`src/rtl/and4_sweep_ctrl.sv`:
```
// Clocked stimulus sequencer and checker for a 4-input AND cell.
// Each vector is held for a latched hold time, and gate mismatches are counted.
//
// state | meaning
// IDLE  | gate inputs parked at 4'hF, waiting for start
// RUN   | driving vector step_idx, hold window counting down
// DONE  | one-cycle completion pulse, then back to IDLE
module and4_sweep_ctrl #(
  parameter int HOLD_W = 8,
  parameter int ERR_W  = 4
) (
  input  logic              clk,
  input  logic              rst_n,
  input  logic              start,
  input  logic              abort,
  input  logic              mode,
  input  logic [HOLD_W-1:0] hold_cycles,
  input  logic              dut_out,
  output logic [3:0]        drv,
  output logic              busy,
  output logic              done,
  output logic [4:0]        step_idx,
  output logic [ERR_W-1:0]  err_cnt,
  output logic              err_flag,
  output logic [4:0]        first_err_idx
);

  typedef enum logic [1:0] {IDLE, RUN, DONE} state_t;

  localparam logic [ERR_W-1:0] ERR_MAX = '1;

  state_t            state;
  logic              mode_q;
  logic [HOLD_W-1:0] hold_q;
  logic [HOLD_W-1:0] hold_cnt;
  logic [HOLD_W-1:0] hold_m1;
  logic [4:0]        last_step;
  logic              exp_out;

  // Walking-zero places the zero in odd steps only; even steps park at F.
  function automatic logic [3:0] vec_of(input logic m, input logic [4:0] k);
    logic [3:0] v;
    v = 4'hF;
    if (m)
      v = k[3:0];
    else if (k[0])
      v = ~(4'b0001 << k[2:1]);
    return v;
  endfunction

  // Reload value of the hold down-counter; a zero hold time behaves as one.
  assign hold_m1   = (hold_cycles == '0) ? '0 : hold_cycles - 1'b1;
  assign last_step = mode_q ? 5'd15 : 5'd8;
  assign exp_out   = &vec_of(mode_q, step_idx);

  always_ff @(posedge clk) begin
    if (!rst_n) begin
      state         <= IDLE;
      mode_q        <= 1'b0;
      hold_q        <= '0;
      hold_cnt      <= '0;
      drv           <= 4'hF;
      busy          <= 1'b0;
      done          <= 1'b0;
      step_idx      <= '0;
      err_cnt       <= '0;
      err_flag      <= 1'b0;
      first_err_idx <= '0;
    end else begin
      done <= 1'b0;
      case (state)
        IDLE: begin
          drv  <= 4'hF;
          busy <= 1'b0;
          if (start) begin
            state         <= RUN;
            mode_q        <= mode;
            hold_q        <= hold_m1;
            hold_cnt      <= hold_m1;
            step_idx      <= '0;
            drv           <= vec_of(mode, 5'd0);
            busy          <= 1'b1;
            err_cnt       <= '0;
            err_flag      <= 1'b0;
            first_err_idx <= '0;
          end
        end

        RUN: begin
          if (abort) begin
            state <= IDLE;
            drv   <= 4'hF;
            busy  <= 1'b0;
          end else if (hold_cnt == '0) begin
            if (dut_out != exp_out) begin
              if (err_cnt != ERR_MAX)
                err_cnt <= err_cnt + 1'b1;
              if (err_cnt == '0)
                first_err_idx <= step_idx;
              err_flag <= 1'b1;
            end
            if (step_idx == last_step) begin
              state <= DONE;
              done  <= 1'b1;
              busy  <= 1'b0;
              drv   <= 4'hF;
            end else begin
              step_idx <= step_idx + 5'd1;
              drv      <= vec_of(mode_q, step_idx + 5'd1);
              hold_cnt <= hold_q;
            end
          end else begin
            hold_cnt <= hold_cnt - 1'b1;
          end
        end

        DONE: begin
          state <= IDLE;
          drv   <= 4'hF;
          busy  <= 1'b0;
        end

        default: begin
          state <= IDLE;
          drv   <= 4'hF;
          busy  <= 1'b0;
        end
      endcase
    end
  end

endmodule
```
`config.mk`:
```
export PLATFORM = sky130hd
export DESIGN_NAME = and4_sweep_ctrl
export DESIGN_NICKNAME = d
export VERILOG_FILES = /design/src/rtl/and4_sweep_ctrl.sv
export SDC_FILE = /design/constraint.sdc
export NUM_CORES = 1
export LEC_CHECK = 0
export ABC_CLOCK_PERIOD_IN_PS = 2600
export CORE_MARGIN = 5
export CORE_UTILIZATION = 40
export CTS_CLUSTER_SIZE = 20
export DETAILED_ROUTE_END_ITERATION = 6
export PLACE_DENSITY = 0.72
export REMOVE_ABC_BUFFERS = 1
export SKIP_CTS_REPAIR_TIMING = 1
export SYNTH_ARGS = -nofsm -noshare
export SYNTH_HDL_FRONTEND = slang
export SYNTH_SLANG_ARGS = --single-unit
```
`constraint.sdc`:
```
create_clock -name clk -period 2.6 [get_ports clk]
set_input_delay 0.78 -clock clk [delete_from_list [all_inputs] [get_ports clk]]
set_output_delay 0.78 -clock clk [all_outputs]
set_load 0.005 [all_outputs]
```
# ---- After elaboration in Yosys (flattened, before gate mapping)
# Index checks and enable logic that the tools add are counted.
dict set report op_classes {
  add_sub_neg 4
  mul 0
  div 0
  n_lt_le_gt_ge 0
  n_eq_ne 14
  shift 2
  n_mux 49
  bitwise 5
  n_reduce_logical 15
}
# operator n
set op_table {}
lappend op_table {{4-bit 2-to-1 mux} 14}
lappend op_table {{5-bit 2-to-1 mux} 8}
lappend op_table {{8-bit 2-to-1 mux} 5}
lappend op_table {{5-bit one-hot mux with 2 select lines} 2}
lappend op_table {{8-bit zero test} 2}
lappend op_table {{4-bit one-hot mux with 2 select lines} 2}
lappend op_table {{8-bit one-hot mux with 2 select lines} 1}
lappend op_table {{8-bit by 1-bit subtractor with 8-bit output (second input constant)} 2}
lappend op_table {{2-bit != test (second input constant)} 7}
lappend op_table {{6-bit AND reduction} 2}
lappend op_table {{5-bit AND reduction} 2}
lappend op_table {{1-bit 2-to-1 mux} 9}
lappend op_table {{3-bit != test (second input constant)} 3}
lappend op_table {{2-bit 2-to-1 mux} 4}
lappend op_table {{4-bit inverter} 2}
lappend op_table {{4-bit AND reduction} 2}
lappend op_table {{1-bit by 2-bit left shift with 4-bit output (first input constant)} 2}
lappend op_table {{5-bit by 1-bit adder with 5-bit output (second input constant)} 1}
lappend op_table {{5-bit by 4-bit == test with 1-bit output} 1}
lappend op_table {{4-bit by 1-bit adder with 4-bit output (second input constant)} 1}
lappend op_table {{4-bit zero test} 1}
lappend op_table {{4-bit != test (second input constant)} 1}
lappend op_table {{1-bit one-hot mux with 2 select lines} 2}
lappend op_table {{2-bit one-hot mux with 2 select lines} 1}
lappend op_table {{9 further kinds} 12}
dict set report word_totals {
  register_bits 40
  latchBits 0
  ram_bits 0
  mem_bits_ro 0
  in_bits 14
  out_inout_bits 21
  word_cells 100
  mem_count 0
}

# ---- Longest topological paths before layout
dict set report logic_depth {
  word_depth 10
  depth_mapped 8
  depth_no_buf 7
}

# ---- Least setup slack after synthesis
# OpenSTA, ideal clock, no wires.
dict set report synth_path {
  kind {input to register}
  startpoint {in abort}
  endpoint {reg first_err_idx[3]}
  setup_time_ps 72
  arrival_ps 2214
  required_ps 2528
  path_slack_ps 315
  path_stages 6
  path_buffers 1
  cell_sequence {nor3b_2 a31oi_4 or4_1 buf_6 nor2_8 mux2i_1}
}
dict set report synth_via {
  elab_chain_len 2
}
# element line_no
set synth_lines {}
lappend synth_lines {{start: declaration} 15} ;# input logic abort,
lappend synth_lines {{2-bit != test (no source line)} n/a}
lappend synth_lines {{6-bit AND reduction (no source line)} n/a}
lappend synth_lines {{end signal: assignment} 99} ;# first_err_idx <= step_idx;
lappend synth_lines {{end: declaration} 25} ;# output logic [4:0] first_err_idx
# No other way between the ends.
# A chain may end at the register's enable or synchronous reset.

# ---- Worst setup path after layout
dict set report layout_path {
  startpoint {in abort}
  endpoint {reg first_err_idx[1]}
}
# The elaborated chain is that of the path after synthesis.

==> results by group <==
Place
  – Port Buf Inserts: 34
  – GP Congestion: 0.830
  – Detail Placement HPWL: 4.37 mm
  – Placed cell areas: 0.00289 mm2

Worst setup path
  – Crit path launch: abort
  – CP startpoint kind: primary input
  – Crit path max fanout: 7
  – Critical-path top delay cell: or4_1
  – CP Buf/Inv Count: 2
  – Kind of critical path: in -> reg
  – Critical Path RT: 2.83 ns
  – Worst flop-to-flop path startpoint: hold_cnt[0]
  – Worst Path Arrival: 2.69 ns
  – Slowest stage delay, CP: 0.54 ns
  – Critical-path cell list: clkdlybuf4s50_1, nor3b_2, a31oi_4, or4_1, buf_4, nor2_8, mux2i_1
  – Crit path capture type: flip-flop
  – Top delay family on crit path: simple AND/OR/NAND/NOR gates

Clock network
  – Bufs on Longest Clock Path: 2
  – CTS Buf Count: 5
  – Clock transition at the registers of the reported paths: 0.08 ns
  – CTS H-tree depth: 2
  – Clk sinks: 40
  – Clk_lat worst skew: 0.30 ns
  – Root Driver: clkbuf_8
  – CTS tree: built

STA
  – Fin crit period: 2.46 ns
  – Clock Skews: 0.0159 ns
  – TNS Setup: 0 ns
  – # setup viols final: 0
  – Final Hold Vio Count: 0
  – Hold slack final: 0.457 ns
  – Slew Limit Fails: 0
  – Slew margin rel.: 0.676
  – RSZ-0062 raised after global routing: no
  – Slew at the pin with the worst max-slew slack: 0.484 ns
  – Final Cycle Share: 0.948
  – Max Fclk: 406 MHz

GRT
  – Largest net degree at the start of global routing: 24
  – Initial antenna violation count: 0
  – Vias in the first global route: 2172
  – Global-route wire length before repair: 9.96 mm
  – Gr ovfl total: 0
  – Tot GR Track Use: 0.159

Layout
  – Antenna cell count: 0
  – Commonest non-fill, non-tap cell in the layout: dfxtp_1
  – Layout cells sized above 1: 0.154
  – Final core occ: 0.511
  – Most frequent cells in the layout: dfxtp_1 (40), clkdlybuf4s50_1 (34), nor2_1 (27)
  – Multi-input gate area: 0.00145 mm2
  – Final instance area: 0.00301 mm2
  – Area Growth Syn to Fin: 24.9%
  – FF/Latch Area: 801 um2
  – Nets: 352
  – Fillers: 587

Yosys
  – Post-synthesis register bit count: 40
  – Synth Instances: 285
  – Mapped Avg Cell Area: 8.45 um2
  – Register area share after synthesis: 0.333
  – Synth Flop Type: dfxtp_1
  – Synth Warn #: 0
  – Netlist Area Pre-Place: 0.00241 mm2
  – Synth cell types: 57
  – Asr flop ratio synth: 0
  – Post-synth EDFFs: 0

Floorplan
  – Die ar.: 0.00767 mm2
  – Core Region: 0.00589 mm2
  – Site Rows: 28
  – Initial Utilization: 0.409
  – Die W: 87.6 um
  – Die H: 87.6 um
  – I/O pin cnt: 35

Routing
  – Via/cell ratio: 5.49
  – Total number of vias: 2235
  – Routed len/inst: 14.1 um
  – Drt total wl: 5.73 mm
  – First-pass DRT Iterations: 4
  – DRC viols: 0
  – DRT antenna net count: 0
  – Iteration-0 DRC count of the detailed router: 119

Power
  – Worst IR Drop VDD: 0.000241 V
  – LEAKAGE: 0.00109 uW
  – PD cells: 533 mW/mm2
  – Tot Pwr: 1600 uW

Hold path
  – Hold path startpoint: hold_q[3]
  – HP Class: reg -> reg

Outcome
  – Outcome: complete, no violations

Flow run
  – Max Cap Viol: 0
-- metal layers --
layer	wire length (um)	share of wire	up-vias	global-route usage
met1	2680	0.47	1051	0.217
met4	61	0.011	0	0.0474
met3	242	0.042	7	0.0235
met2	2740	0.48	49	0.260
met5	0	0	-	0
li1	-	-	1128	-
-- cell type report --
cell class,instances,share of cell area
inverters,12,0.0150
repair buffers,55,0.166
flip-flops and latches,40,0.266
clock buffers,5,0.0229
well taps,75,0.0312
multi-input cells,217,0.484
clock inverters,3,0.0154
-- cells by family after synthesis --
group	count (synthesis)	share of synthesized area
AND/OR/NAND/NOR	113	0.264
AO/OA/AOI/OAI	72	0.205
XOR/XNOR	13	0.0473
flip-flops	40	0.333
buffers and inverters	28	0.0634
adder cells (fa/ha/maj)	7	0.0364
multiplexers	12	0.0515
-- path summary, 6_finish.rpt --
path                            to  slack, ns  depth (start not counted)
setup reg to reg  first_err_idx[1]       0.21                          8
hold / removal           hold_q[3]       0.46                          2
setup / recovery  first_err_idx[1]       0.14                          7
hold reg to reg          hold_q[3]       0.46                          2
-- report_power, final --
part | switching [uW] | internal [uW] | leakage, uW | total (uW)
clock | 238 | 289 | 0.0000548 | 527
sequential | 37.0 | 647 | 0.000328 | 684
combinational | 202 | 188 | 0.000703 | 390
total | 477 | 1120 | 0.00109 | 1600
-- registers in the layout (all words and copies together), names as in the netlist --
signal         cells
busy               1
done               1
drv                4
err_cnt            4
err_flag           1
first_err_idx      5
hold_cnt           8
hold_q             8
mode_q             1
state              2
step_idx           5
-- stage by stage --
step | setup WS (ns) | std cells
2_1_floorplan | 0.213 | 269
3_3_place_gp | -0.122 | 399
3_5_place_dp | -0.184 | 399
4_1_cts | 0.133 | 407
5_1_grt | 0.0457 | 407
6_report | 0.135 | 407
-- tightest hold or removal path: cells and delay by family, from the launching register on --
family	cells	cell delay, ns
compound gates	1	0.05
flops	1	0.32
simple gates	1	0.05
-- cells in the mapped netlist (2+ instances only) --
cell type / count / area (um2)
xor2_1: 3 / 26.3
a211oi_1: 4 / 30.0
or4_2: 2 / 17.5
mux2i_1: 9 / 90.1
nor4_1: 3 / 18.8
buf_4: 3 / 22.5
nor2_1: 27 / 101
a21oi_1: 26 / 130
nor2_2: 2 / 12.5
buf_2: 3 / 15.0
nor3b_2: 2 / 25.0
nand4_1: 2 / 12.5
inv_1: 12 / 45.0
dfxtp_1: 40 / 801
a22oi_1: 2 / 15.0
o21ai_0: 16 / 80.1
a311oi_1: 3 / 26.3
clkbuf_1: 5 / 18.8
nand2_1: 22 / 82.6
o211ai_1: 3 / 22.5
nor3_1: 13 / 65.1
nor3b_1: 6 / 45.0
and2_1: 2 / 12.5
nor2b_1: 2 / 12.5
buf_6: 3 / 33.8
nand2b_1: 3 / 18.8
xnor2_1: 10 / 87.6
a31oi_1: 4 / 25.0
o221a_2: 3 / 33.8
mux2_2: 3 / 33.8
ha_1: 7 / 87.6
or4_1: 2 / 15.0
nand3_1: 14 / 70.1
No activity file was read; power rests on OpenSTA's default activity.
